--- config.mk ---
export PLATFORM = sky130hd
export DESIGN_NAME = matrix_alu_seq_flat
export DESIGN_NICKNAME = d
export VERILOG_FILES = /design/src/rtl/matrix_alu_pkg.sv /design/src/rtl/matrix_alu_seq_if.sv /design/src/rtl/matrix_mac_elem.sv /design/src/rtl/matrix_alu_seq.sv /design/src/flat_wrapper.sv
export SDC_FILE = /design/constraint.sdc
export NUM_CORES = 2
export LEC_CHECK = 0
export BUFFER_PORTS_ARGS = -buffer_cell sky130_fd_sc_hd__buf_4
export CELL_PAD_IN_SITES_DETAIL_PLACEMENT = 1
export CELL_PAD_IN_SITES_GLOBAL_PLACEMENT = 2
export CORE_UTILIZATION = 42
export CTS_BUF_LIST = sky130_fd_sc_hd__clkbuf_4 sky130_fd_sc_hd__clkbuf_8
export DETAILED_ROUTE_END_ITERATION = 7
export PLACE_DENSITY = 0.88
export REMOVE_ABC_BUFFERS = 1
export SLEW_MARGIN = 20
export SYNTH_ARGS = -nofsm -noshare
export SYNTH_HDL_FRONTEND = slang
export SYNTH_HIERARCHICAL = 1
export SYNTH_SLANG_ARGS = --single-unit
--- constraint.sdc ---
create_clock -name clk -period 14.44 [get_ports clk]
set_clock_uncertainty 0.05 [all_clocks]
set_input_delay 2.888 -clock clk [delete_from_list [all_inputs] [get_ports clk]]
set_output_delay 2.888 -clock clk [all_outputs]
set_load 0.1 [all_outputs]
--- src/rtl/matrix_alu_pkg.sv ---
`default_nettype none
// ============================================================================
//  Module      : matrix_alu_pkg
//  Description : Shared definitions for the sequential matrix ALU: opcode
//                constants, controller state encoding and small helpers for
//                locating packed elements and detecting saturation.
//  Ports       : none (package)
//  Revision    : 1.0 - initial release
// ============================================================================
package matrix_alu_pkg;

    localparam int unsigned c_OP_W = 3;

    localparam logic [c_OP_W-1:0] c_OP_ADD       = 3'd0;
    localparam logic [c_OP_W-1:0] c_OP_SUB       = 3'd1;
    localparam logic [c_OP_W-1:0] c_OP_TRANSPOSE = 3'd2;
    localparam logic [c_OP_W-1:0] c_OP_SCALE     = 3'd3;
    localparam logic [c_OP_W-1:0] c_OP_MUL       = 3'd4;
    localparam logic [c_OP_W-1:0] c_OP_LAST      = c_OP_MUL;

    typedef enum logic [1:0] {
        S_IDLE    = 2'd0,
        S_COMPUTE = 2'd1,
        S_DONE    = 2'd2
    } state_e;

    // Wide enough for the largest accumulator (2*32 + clog2(8) = 67 bits).
    localparam int unsigned c_WIDE_W = 72;

    // LSB position of element (row, col) in a packed DIM x DIM matrix.
    function automatic int unsigned elem_lsb(input int unsigned row,
                                             input int unsigned col,
                                             input int unsigned dim,
                                             input int unsigned elem_w);
        return (row * dim + col) * elem_w;
    endfunction

    // True when a value does not fit in elem_w bits, i.e. saturating
    // truncation must clamp rather than keep the low bits.
    function automatic logic exceeds_width(input logic [c_WIDE_W-1:0] value,
                                           input int unsigned          elem_w);
        return (value >> elem_w) != '0;
    endfunction

endpackage
`default_nettype wire

--- src/rtl/matrix_alu_seq_if.sv ---
`default_nettype none
// ============================================================================
//  Module      : matrix_alu_seq_if
//  Description : Operand-load, control and result-output bundle between the
//                execution unit (master) and the matrix ALU (slave).
//  Ports       : in_valid/in_ready/in_sel/in_data - operand load handshake
//                start/op/saturate                - operation request
//                busy/err                         - status
//                out_valid/out_ready/out_data     - result handshake
//  Revision    : 1.0 - initial release
// ============================================================================
interface matrix_alu_seq_if
    import matrix_alu_pkg::*;
#(
    parameter int DIM    = 4,
    parameter int ELEM_W = 16
);
    localparam int c_MAT_W = DIM * DIM * ELEM_W;

    logic                in_valid;
    logic                in_ready;
    logic                in_sel;
    logic [c_MAT_W-1:0]  in_data;
    logic                start;
    logic [c_OP_W-1:0]   op;
    logic                saturate;
    logic                busy;
    logic                out_valid;
    logic                out_ready;
    logic [c_MAT_W-1:0]  out_data;
    logic                err;

    modport master (
        output in_valid, in_sel, in_data, start, op, saturate, out_ready,
        input  in_ready, busy, out_valid, out_data, err
    );

    modport slave (
        input  in_valid, in_sel, in_data, start, op, saturate, out_ready,
        output in_ready, busy, out_valid, out_data, err
    );
endinterface
`default_nettype wire

--- src/rtl/matrix_mac_elem.sv ---
`default_nettype none
// ============================================================================
//  Module      : matrix_mac_elem
//  Description : Per-element arithmetic unit. Holds the multiply/accumulate
//                register and the saturate-or-wrap output stage. The output
//                is combinational from the value being written this cycle so
//                the controller can store it on the same edge.
//  Ports       : clk, nReset     - clock, async active-low reset
//                en, clear       - accumulate enable, start a fresh sum
//                op, sat         - operation, saturating mode
//                a, b            - element operands
//                res             - finished element
//  Revision    : 1.0 - initial release
// ============================================================================
module matrix_mac_elem
    import matrix_alu_pkg::*;
#(
    parameter int ELEM_W = 16,
    parameter int ACC_W  = 34
) (
    input  wire logic              clk,
    input  wire logic              nReset,
    input  wire logic              en,
    input  wire logic              clear,
    input  wire logic [c_OP_W-1:0] op,
    input  wire logic              sat,
    input  wire logic [ELEM_W-1:0] a,
    input  wire logic [ELEM_W-1:0] b,
    output logic      [ELEM_W-1:0] res
);
    logic [ACC_W-1:0] r_acc;
    logic [ACC_W-1:0] w_term;
    logic [ACC_W-1:0] w_acc_next;

    always_comb begin
        w_term = '0;
        if (op == c_OP_ADD) begin
            w_term = ACC_W'(a) + ACC_W'(b);
        end else begin
            // SCALE and MULTIPLY both form a product; SUB uses its own path.
            w_term = ACC_W'(a) * ACC_W'(b);
        end

        w_acc_next = (clear ? '0 : r_acc) + w_term;

        res = w_acc_next[ELEM_W-1:0];
        if (op == c_OP_SUB) begin
            res = (sat && (a < b)) ? '0 : (a - b);
        end else if (sat && exceeds_width({{(c_WIDE_W-ACC_W){1'b0}}, w_acc_next}, ELEM_W)) begin
            res = '1;
        end
    end

    always_ff @(posedge clk or negedge nReset) begin
        if (!nReset) begin
            r_acc <= '0;
        end else if (en) begin
            r_acc <= w_acc_next;
        end
    end
endmodule
`default_nettype wire

--- src/rtl/matrix_alu_seq.sv ---
`default_nettype none
// ============================================================================
//  Module      : matrix_alu_seq
//  Description : Sequential DIM x DIM matrix ALU (ADD, SUB, TRANSPOSE, SCALE,
//                MULTIPLY), one result element per cycle, wrap or saturate.
//                Operands A and B persist across operations.
//  Ports       : clk    - clock, rising edge
//                nReset - asynchronous active-low reset
//                bus    - matrix_alu_seq_if slave (load, control, result)
//  Revision    : 1.0 - initial release
// ============================================================================
module matrix_alu_seq
    import matrix_alu_pkg::*;
#(
    parameter int DIM    = 4,
    parameter int ELEM_W = 16
) (
    input  wire logic          clk,
    input  wire logic          nReset,
    matrix_alu_seq_if.slave    bus
);
    localparam int MAT_W   = DIM * DIM * ELEM_W;
    localparam int c_ACC_W = 2 * ELEM_W + $clog2(DIM);
    localparam int c_CNT_W = $clog2(DIM);
    localparam int c_LSB_W = $clog2(MAT_W);
    localparam logic [c_CNT_W-1:0] c_LAST = c_CNT_W'(DIM - 1);

    state_e              r_state, w_state_next;
    logic [MAT_W-1:0]    r_a, r_b, r_r, r_out_data;
    logic                r_out_valid, r_err, r_sat, r_drain;
    logic [c_OP_W-1:0]   r_op;
    logic [c_CNT_W-1:0]  r_row, r_col, r_k;

    logic                w_is_mul, w_k_last, w_last_elem, w_mac_en, w_mac_clear;
    logic [c_LSB_W-1:0]  w_lsb_a, w_lsb_b, w_lsb_dst, w_lsb_tr;
    logic [ELEM_W-1:0]   w_elem_a, w_elem_b, w_mac_res, w_elem;

    // ---------------- element addressing ----------------
    always_comb begin
        w_is_mul    = (r_op == c_OP_MUL);
        w_k_last    = !w_is_mul || (r_k == c_LAST);
        w_last_elem = (r_row == c_LAST) && (r_col == c_LAST) && w_k_last;

        w_lsb_dst = c_LSB_W'(elem_lsb(32'(r_row), 32'(r_col), DIM, ELEM_W));
        w_lsb_tr  = c_LSB_W'(elem_lsb(32'(r_col), 32'(r_row), DIM, ELEM_W));
        w_lsb_a   = w_lsb_dst;
        w_lsb_b   = w_lsb_dst;
        if (w_is_mul) begin
            w_lsb_a = c_LSB_W'(elem_lsb(32'(r_row), 32'(r_k), DIM, ELEM_W));
            w_lsb_b = c_LSB_W'(elem_lsb(32'(r_k), 32'(r_col), DIM, ELEM_W));
        end

        w_elem_a = r_a[w_lsb_a +: ELEM_W];
        w_elem_b = (r_op == c_OP_SCALE) ? r_b[ELEM_W-1:0] : r_b[w_lsb_b +: ELEM_W];
        w_elem   = (r_op == c_OP_TRANSPOSE) ? r_a[w_lsb_tr +: ELEM_W] : w_mac_res;

        w_mac_en    = (r_state == S_COMPUTE) && !r_drain && (r_op != c_OP_TRANSPOSE);
        w_mac_clear = !w_is_mul || (r_k == '0);
    end

    matrix_mac_elem #(
        .ELEM_W (ELEM_W),
        .ACC_W  (c_ACC_W)
    ) u_mac (
        .clk    (clk),
        .nReset (nReset),
        .en     (w_mac_en),
        .clear  (w_mac_clear),
        .op     (r_op),
        .sat    (r_sat),
        .a      (w_elem_a),
        .b      (w_elem_b),
        .res    (w_mac_res)
    );

    // ---------------- controller ----------------
    always_ff @(posedge clk or negedge nReset) begin
        if (!nReset) begin
            r_state <= S_IDLE;
        end else begin
            r_state <= w_state_next;
        end
    end

    always_comb begin
        w_state_next = r_state;
        bus.busy     = (r_state != S_IDLE);
        // in_ready is forced low while reset is held.
        bus.in_ready = nReset && (r_state == S_IDLE) && !bus.start;
        case (r_state)
            S_IDLE: begin
                if (bus.start && (bus.op <= c_OP_LAST)) begin
                    w_state_next = S_COMPUTE;
                end
            end
            S_COMPUTE: begin
                // The drain cycle follows the last element write so that
                // out_data is copied from a fully updated R.
                if (r_drain) begin
                    w_state_next = S_DONE;
                end
            end
            S_DONE: begin
                if (bus.out_ready) begin
                    w_state_next = S_IDLE;
                end
            end
            default: w_state_next = S_IDLE;
        endcase
    end

    // ---------------- datapath ----------------
    always_ff @(posedge clk or negedge nReset) begin
        if (!nReset) begin
            r_a         <= '0;
            r_b         <= '0;
            r_r         <= '0;
            r_out_data  <= '0;
            r_out_valid <= 1'b0;
            r_err       <= 1'b0;
            r_op        <= c_OP_ADD;
            r_sat       <= 1'b0;
            r_row       <= '0;
            r_col       <= '0;
            r_k         <= '0;
            r_drain     <= 1'b0;
        end else begin
            r_err <= 1'b0;
            case (r_state)
                S_IDLE: begin
                    if (bus.start) begin
                        r_err   <= (bus.op > c_OP_LAST);
                        r_op    <= bus.op;
                        r_sat   <= bus.saturate;
                        r_row   <= '0;
                        r_col   <= '0;
                        r_k     <= '0;
                        r_drain <= 1'b0;
                    end else if (bus.in_valid) begin
                        if (bus.in_sel) begin
                            r_b <= bus.in_data;
                        end else begin
                            r_a <= bus.in_data;
                        end
                    end
                end
                S_COMPUTE: begin
                    if (r_drain) begin
                        r_out_data  <= r_r;
                        r_out_valid <= 1'b1;
                    end else begin
                        if (w_k_last) begin
                            r_r[w_lsb_dst +: ELEM_W] <= w_elem;
                        end
                        if (w_last_elem) begin
                            r_drain <= 1'b1;
                        end
                        if (!w_k_last) begin
                            r_k <= r_k + 1'b1;
                        end else begin
                            r_k <= '0;
                            if (r_col == c_LAST) begin
                                r_col <= '0;
                                r_row <= r_row + 1'b1;
                            end else begin
                                r_col <= r_col + 1'b1;
                            end
                        end
                    end
                end
                S_DONE: begin
                    if (bus.out_ready) begin
                        r_out_valid <= 1'b0;
                    end
                end
                default: ;
            endcase
        end
    end

    assign bus.out_valid = r_out_valid;
    assign bus.out_data  = r_out_data;
    assign bus.err       = r_err;
endmodule
`default_nettype wire

--- src/flat_wrapper.sv ---
// flat-port wrapper written by rule: the top's interface ports become plain ports
module matrix_alu_seq_flat import matrix_alu_pkg::*;
#(
    parameter int DIM    = 4,
    parameter int ELEM_W = 16
)
  (clk, nReset, bus_in_valid, bus_in_sel, bus_in_data, bus_start, bus_op, bus_saturate, bus_out_ready, bus_in_ready, bus_busy, bus_out_valid, bus_out_data, bus_err);
  matrix_alu_seq_if #(.DIM(DIM), .ELEM_W(ELEM_W)) bus_i ();
  input  wire logic clk;
  input  wire logic nReset;
  input wire logic [$bits(bus_i.in_valid)-1:0] bus_in_valid;
  input wire logic [$bits(bus_i.in_sel)-1:0] bus_in_sel;
  input wire logic [$bits(bus_i.in_data)-1:0] bus_in_data;
  input wire logic [$bits(bus_i.start)-1:0] bus_start;
  input wire logic [$bits(bus_i.op)-1:0] bus_op;
  input wire logic [$bits(bus_i.saturate)-1:0] bus_saturate;
  input wire logic [$bits(bus_i.out_ready)-1:0] bus_out_ready;
  output wire logic [$bits(bus_i.in_ready)-1:0] bus_in_ready;
  output wire logic [$bits(bus_i.busy)-1:0] bus_busy;
  output wire logic [$bits(bus_i.out_valid)-1:0] bus_out_valid;
  output wire logic [$bits(bus_i.out_data)-1:0] bus_out_data;
  output wire logic [$bits(bus_i.err)-1:0] bus_err;
  assign bus_i.in_valid = bus_in_valid;
  assign bus_i.in_sel = bus_in_sel;
  assign bus_i.in_data = bus_in_data;
  assign bus_i.start = bus_start;
  assign bus_i.op = bus_op;
  assign bus_i.saturate = bus_saturate;
  assign bus_i.out_ready = bus_out_ready;
  assign bus_in_ready = bus_i.in_ready;
  assign bus_busy = bus_i.busy;
  assign bus_out_valid = bus_i.out_valid;
  assign bus_out_data = bus_i.out_data;
  assign bus_err = bus_i.err;
  matrix_alu_seq #(.DIM(DIM), .ELEM_W(ELEM_W)) u_core (.clk(clk), .nReset(nReset), .bus(bus_i));
endmodule
After elaboration in Yosys (flattened, before gate mapping) --
Cells that the tools add are included.
Storage, ports and cells: bits in registers 1073, input port bits 266, output and inout bits 260, logic and storage cells 121
Operators by class: add/sub/neg operators 11, multiply operators 1, $lt $le $gt $ge 3, equal/unequal tests 17, shift operators 5, muxes and demuxes 35, bitwise gates (word level) 3, reduce and logical (&&, ||, !) cells 32
Operators by type and width (count):
- indexed part select 256 x 9 -> 16 bit | 3
- bitwise mux 256 bit | 1
- variable shift 16 x 10 -> 256 bit, first input constant | 1
- indexed part select 16 x 10 -> 256 bit | 1
- 2-to-1 mux 16 bit | 5
- nonzero test 72 bit | 1
- adder 34 bit | 1
- 2-to-1 mux 34 bit | 1
- multiplier 16 x 16 -> 32 bit | 1
- 2-to-1 mux 32 bit | 1
- 2-to-1 mux 2 bit | 12
- adder 16 x 16 -> 17 bit | 1
- adder 4 x 2 -> 4 bit | 4
- < comparator 16 bit | 1
- 2-to-1 mux 8 bit | 2
- subtractor 16 bit | 1
- case mux 2 bit (2 select lines) | 3
- AND reduction 3 bit | 4
- AND reduction 4 bit | 3
- negation 8 -> 10 bit | 1
- logical AND 1 bit | 9
- == test 2 bit, second input constant | 4
- inequality test 2 bit, second input constant | 4
- 2-to-1 mux 1 bit | 7
- other kinds (19) | 35

Depth between registers and ports, before layout --
depth after elaboration 14, depth in mapped cells 50, depth with buffers taken out 42

Hierarchy --
The synthesis kept the hierarchy.
Modules (own cells, without submodules):
- matrix_alu_seq | instances 1, cells each 3515, area an instance 44859.3 um^2, seq. area each 25999.9 um^2
- matrix_mac_elem | instances 1, cells each 1751, area an instance 14009.7 um^2, seq. area each 850.8 um^2

Worst setup path after synthesis --
Ideal clock, no wire load.
path kind register to register, from register u_core.r_op[0], to register u_core.r_r[230], library setup time 0.131 ns, arrival time 11.496 ns, required time 14.259 ns, path slack 2.763 ns, cell stages (with the launch flop) 44, buffers on the path 6, period minus slack after synthesis 11.677 ns, cells stage by stage dfrtp_1 -> buf_2 -> nor3b_4 -> mux2i_1 -> buf_2 -> clkbuf_1 -> nand2_1 -> a32oi_1 -> o21ai_0 -> o31ai_1 -> clkbuf_1 -> nand2_1 -> fa_1 -> fa_1 -> fa_1 -> inv_1 -> fa_1 -> fa_1 -> [... 8 more ...] -> a21boi_0 -> o21ai_0 -> nand3_1 -> nor3b_1 -> ha_1 -> nand2_1 -> or3_1 -> or4_4 -> nor4_2 -> nand4bb_1 -> o311ai_1 -> or4_4 -> nor3_4 -> buf_6 -> a21oi_1 -> a211oi_1 -> buf_2 -> o21ai_0
On the way: elaborated cells on any way between the ends 30, those cells by class add/sub: 3; mul: 1; order compare: 1; eq/ne: 4; shift: 3; mux: 10; reduce/logical: 8
RTL lines:
- start, declared | RTL line matrix_alu_seq.sv:31 | logic [c_OP_W-1:0] r_op;
- start signal, assigned | RTL line matrix_alu_seq.sv:121 | r_op <= c_OP_ADD;
- start signal, assigned | RTL line matrix_alu_seq.sv:133 | r_op <= bus.op;
- == test 3 bit * | RTL line matrix_alu_seq.sv:40 | w_is_mul = (r_op == c_OP_MUL);
- 2-to-1 mux 8 bit * | RTL line matrix_alu_seq.sv:48 | if (w_is_mul) begin
- indexed part select 256 x 9 -> 16 bit * | RTL line matrix_alu_seq.sv:53 | w_elem_a = r_a[w_lsb_a +: ELEM_W];
- net u_core.w_elem_a[11] | RTL line matrix_alu_seq.sv:36 | logic [ELEM_W-1:0] w_elem_a, w_elem_b, w_mac_res, w_elem;
- multiplier 16 x 16 -> 32 bit or adder 16 x 16 -> 17 bit (tied branches) | RTL line matrix_mac_elem.sv:41, matrix_mac_elem.sv:38
- 2-to-1 mux 32 bit | RTL line matrix_mac_elem.sv:37 | if (op == c_OP_ADD) begin
- adder 34 bit | RTL line matrix_mac_elem.sv:44 | w_acc_next = (clear ? '0 : r_acc) + w_term;
- nonzero test 72 bit | RTL line matrix_alu_pkg.sv:42 | return (value >> elem_w) != '0;
- logical AND 1 bit | RTL line matrix_mac_elem.sv:49 | end else if (sat && exceeds_width({{(c_WIDE_W-ACC_W){1'b0}}, w_acc_next}, ELEM_W)) begin
- 2-to-1 mux 16 bit | RTL line matrix_mac_elem.sv:49
- 2-to-1 mux 16 bit * | RTL line matrix_mac_elem.sv:47 | if (op == c_OP_SUB) begin
- net u_core.w_mac_res[6] | RTL line matrix_alu_seq.sv:36
- 2-to-1 mux 16 bit * | RTL line matrix_alu_seq.sv:55 | w_elem = (r_op == c_OP_TRANSPOSE) ? r_a[w_lsb_tr +: ELEM_W] : w_mac_res;
- indexed part select 16 x 10 -> 256 bit * | RTL line matrix_alu_seq.sv:153 | r_r[w_lsb_dst +: ELEM_W] <= w_elem;
- bitwise mux 256 bit * | RTL line matrix_alu_seq.sv:153
- end signal, assigned by index | RTL line matrix_alu_seq.sv:153
- end, declared | RTL line matrix_alu_seq.sv:29 | logic [MAT_W-1:0] r_a, r_b, r_r, r_out_data;
Mark *: on every way through the listed nets, which the timed path passes. The rest lies on a longest branch. A chain may end at the register's enable or synchronous reset.

Final worst setup path --
from register u_core.r_row[1], to register u_core.r_r[202]
On the way: longest elaborated chain between the ends 14, elaborated cells on any way between the ends 26, those cells by class add/sub: 7; mul: 1; order compare: 1; shift: 5; mux: 9; reduce/logical: 3
RTL lines:
- start, declared | RTL line matrix_alu_seq.sv:32 | logic [c_CNT_W-1:0] r_row, r_col, r_k;
- start signal, assigned | RTL line matrix_alu_seq.sv:164 | r_row <= r_row + 1'b1;
- adder 4 x 2 -> 4 bit * | RTL line matrix_alu_pkg.sv:35 | return (row * dim + col) * elem_w;
- 2-to-1 mux 8 bit * | RTL line matrix_alu_seq.sv:48
- indexed part select 256 x 9 -> 16 bit * | RTL line matrix_alu_seq.sv:54 | w_elem_b = (r_op == c_OP_SCALE) ? r_b[ELEM_W-1:0] : r_b[w_lsb_b +: ELEM_W];
- 2-to-1 mux 16 bit * | RTL line matrix_alu_seq.sv:54
- net u_core.w_elem_b[11] | RTL line matrix_alu_seq.sv:36
- multiplier 16 x 16 -> 32 bit or adder 16 x 16 -> 17 bit (tied branches) | RTL line matrix_mac_elem.sv:41, matrix_mac_elem.sv:38
- 2-to-1 mux 32 bit | RTL line matrix_mac_elem.sv:37
- adder 34 bit | RTL line matrix_mac_elem.sv:44
- nonzero test 72 bit | RTL line matrix_alu_pkg.sv:42
- logical AND 1 bit | RTL line matrix_mac_elem.sv:49
- 2-to-1 mux 16 bit | RTL line matrix_mac_elem.sv:49
- 2-to-1 mux 16 bit * | RTL line matrix_mac_elem.sv:47
- net u_core.w_mac_res[10] | RTL line matrix_alu_seq.sv:36
- 2-to-1 mux 16 bit * | RTL line matrix_alu_seq.sv:55
- indexed part select 16 x 10 -> 256 bit * | RTL line matrix_alu_seq.sv:153
- bitwise mux 256 bit * | RTL line matrix_alu_seq.sv:153
Marks and branches as above.

==> results.tsv <==
metric	value	unit
path_class	flop to flop	
path_clk_slew	0.06	ns
drive_gt1_share	33.2	%
crit_start	u_core/r_row[1]	
cpPeakStageDelay	0.85	ns
nets	6440	
hp-class	flop to flop	
area_delta_synth_final	18.4	%
drc	0	
crit_path_end	u_core/r_r[202]	
outcome	complete, no violations	
cts_hold_buf	0	
antenna_found_initial	20	
path_depth	38	
ys_seq_area_share	45.6	%
cp_slowest_cell	o221ai_2	
cts_sinks	1073	
syn_inst	5266	
clockBufferDepth	3	
ys_ff_latch	1073	
dp_hpwl	153000	µm
setup-violations-final	0	
gp_congestion	0.932	
max-slew-margin-rel	18.1	%
fin_cells	7832	
viasPerCell	5.71	
stdcell_area	69700	µm²
io_pins	526	
async_reset_ff_share	100	%
avgSynthCellArea	11.2	µm²
path_buf_inv	7	
num_rows	137	
clock.fmax	73.5	MHz
first_global_vias	48100	
die_h	376	µm
layout_setup_ws	0.836	ns
port_buffers	525	
synthFlopType	dfrtp_1	
r2r_slack	0.84	ns
post-place-cells	7483	
crit_path_start_kind	flop	
end_kind	flop	
rsz0062_at_grt	false	
core	139000	µm²
htreeDepth	4	
hold_viol	0	
cts_tree	done	
tns	0	ns
crit-reg2reg-launch	u_core/r_row[1]	
critPathMaxFanout	34	
cts.repair.resized	0	
path_delay_family	compound AO/OA/AOI/OAI gates	
grt_overflow	0	
netlist_area	58900	µm²
firstDrtPassIters	5	
clockRootBuffer	clkbuf_8	
yosysUniqueCellTypes	91	
yosysWarnings	6	
grt_start_max_net_pins	182	
antenna_left	0	
grt_pass1_wl	314000	µm
grt.total_usage	29.7	%
drv_cap	0	
drt_iter0_drc	3410	
regToRegEndpoint	u_core/r_r[202]	
fp.dieArea	142000	µm²
reg2reg_depth	38	
drv_slew	0	
cp.arrival	14.31	ns
vias	44700	
timing.final.crit_share	94.2	%
tightest_slew	1.23	ns
dpl_cell_area	65500	µm²
die_w	376	µm
synth_edf_count	0	
wl_per_cell	26.9	µm
cts_buffers	180	
initial_core_util	42.2	%
routed_wl	210000	µm
dp_slack	0.484	ns
fin_crit	13.60	ns
cp.required	15.15	ns
clk_latency	0.98	ns
cell usage in the layout (no fill, tap or decap), types with 28 or more instances in the layout:
master and count:
and2_1 106, mux2i_1 91, mux4_2 81, a32oi_1 34, ha_1 176, xor2_1 28, o21ai_0 262, clkbuf_4 63
o21ai_1 29, inv_1 290, nor2_1 234, fa_1 197, clkbuf_8 227, nand3_1 39, a21o_1 29, a21oi_1 247
mux2_2 789, nand2_1 701, nor3_1 45, xnor2_1 42, buf_4 660, dfrtp_1 1069, nor2b_1 41
routing by layer:
| layer | up-vias | track usage (%) | wire [µm] |
|---|---|---|---|
| li1 | 19300 | - | - |
| met1 | 23500 | 38.9 | 87700 |
| met2 | 1496 | 47.1 | 98600 |
| met3 | 449 | 6.36 | 13600 |
| met4 | 14 | 13.8 | 10400 |
| met5 | - | 0 | 90 |
metrics by stage:
step / hold WS (ns) / utilization (%)
3_5_place_dp: 0.414 / 47.0
4_1_cts: 0.400 / 49.9
3_3_place_gp: 0.400 / 47.0
5_1_grt: 0.425 / 50.0
2_1_floorplan: 0.392 / -
6_report: 0.416 / 50.0
cell type report:
type	count	area (µm²)
inverter	293	1100
sequential	1073	26900
fill	14900	69700
multi-input combinational	3579	30100
tap	1876	2350
timing repair buffer	674	5240
antenna	11	27.5
clock buffer	290	3600
clock inverter	36	417
sequential cells by signal (all words and copies together) (netlist names), 2 cells and up:
register / count
u_core/u_mac/r_acc: 34
u_core/r_k: 2
u_core/r_r: 256
u_core/r_op: 3
u_core/r_a: 256
u_core/r_row: 2
u_core/r_state: 2
u_core/bus.out_data: 256
u_core/r_col: 2
u_core/r_b: 256
cell families after synthesis:
family          synth area share [%]
mux                             19.8
simple gates                    10.0
buf+inv                         4.10
xor+xnor                        1.07
flops                           45.6
compound gates                  8.93
fa+ha+maj                       10.4
worst register-to-register path, delay by kind of cell (launching register included):
family	cells	cell delay (ns)
AOI/OAI and AO/OA	13	4.41
DFF	1	0.83
and+or+nand+nor	10	3.04
buffers and inverters	7	1.99
adders and majority gates	8	3.17
synth_stat cells (13+ instances only):
master / number / area (µm²)
ha_1: 176 / 2200
clkbuf_1: 238 / 893
nand2b_1: 17 / 106
nor3_1: 48 / 240
buf_1: 16 / 60.1
fa_1: 197 / 3940
o22ai_1: 21 / 131
nand4_1: 16 / 100
nor4_1: 15 / 93.8
a22oi_1: 17 / 128
nor2b_1: 41 / 257
or3_1: 13 / 81.3
xor2_1: 28 / 245
nand2_1: 702 / 2640
o21ai_0: 262 / 1310
buf_2: 61 / 305
mux2i_1: 96 / 961
mux4_2: 81 / 1820
nand3_1: 40 / 200
and3_1: 20 / 125
a32oi_1: 34 / 298
xnor2_1: 42 / 368
a22o_1: 14 / 123
inv_1: 290 / 1090
o21ai_1: 29 / 145
nor2_1: 240 / 901
and2_1: 104 / 651
dfrtp_1: 1073 / 26900
a31oi_1: 22 / 138
mux2_2: 789 / 8880
o21a_1: 20 / 150
a21oi_1: 249 / 1250
a21o_1: 29 / 218
o31ai_1: 21 / 158
a211oi_1: 25 / 188
worst min-delay path by stage:
stage,depth (start not counted),startpoint,end
6_report,1,u_core/r_r[31],u_core/bus.out_data[31]
2_1_floorplan,1,u_core/u_mac/r_acc[28],u_core/u_mac/r_acc[28]
5_1_grt,1,u_core/r_r[31],u_core/bus.out_data[31]
3_5_place_dp,1,u_core/u_mac/r_acc[19],u_core/u_mac/r_acc[19]
3_3_place_gp,1,u_core/u_mac/r_acc[19],u_core/u_mac/r_acc[19]
4_1_cts,1,u_core/r_r[31],u_core/bus.out_data[31]
timing repair:
action,4_1_cts,5_1_grt
hold endpoints to repair,0,0
setup buffers,0,11
endpoints found under the setup margin,0,256
Power is left out: the tool's default activity adds up to more than one toggle a clock period on the data nets, which glitch-free logic cannot reach.
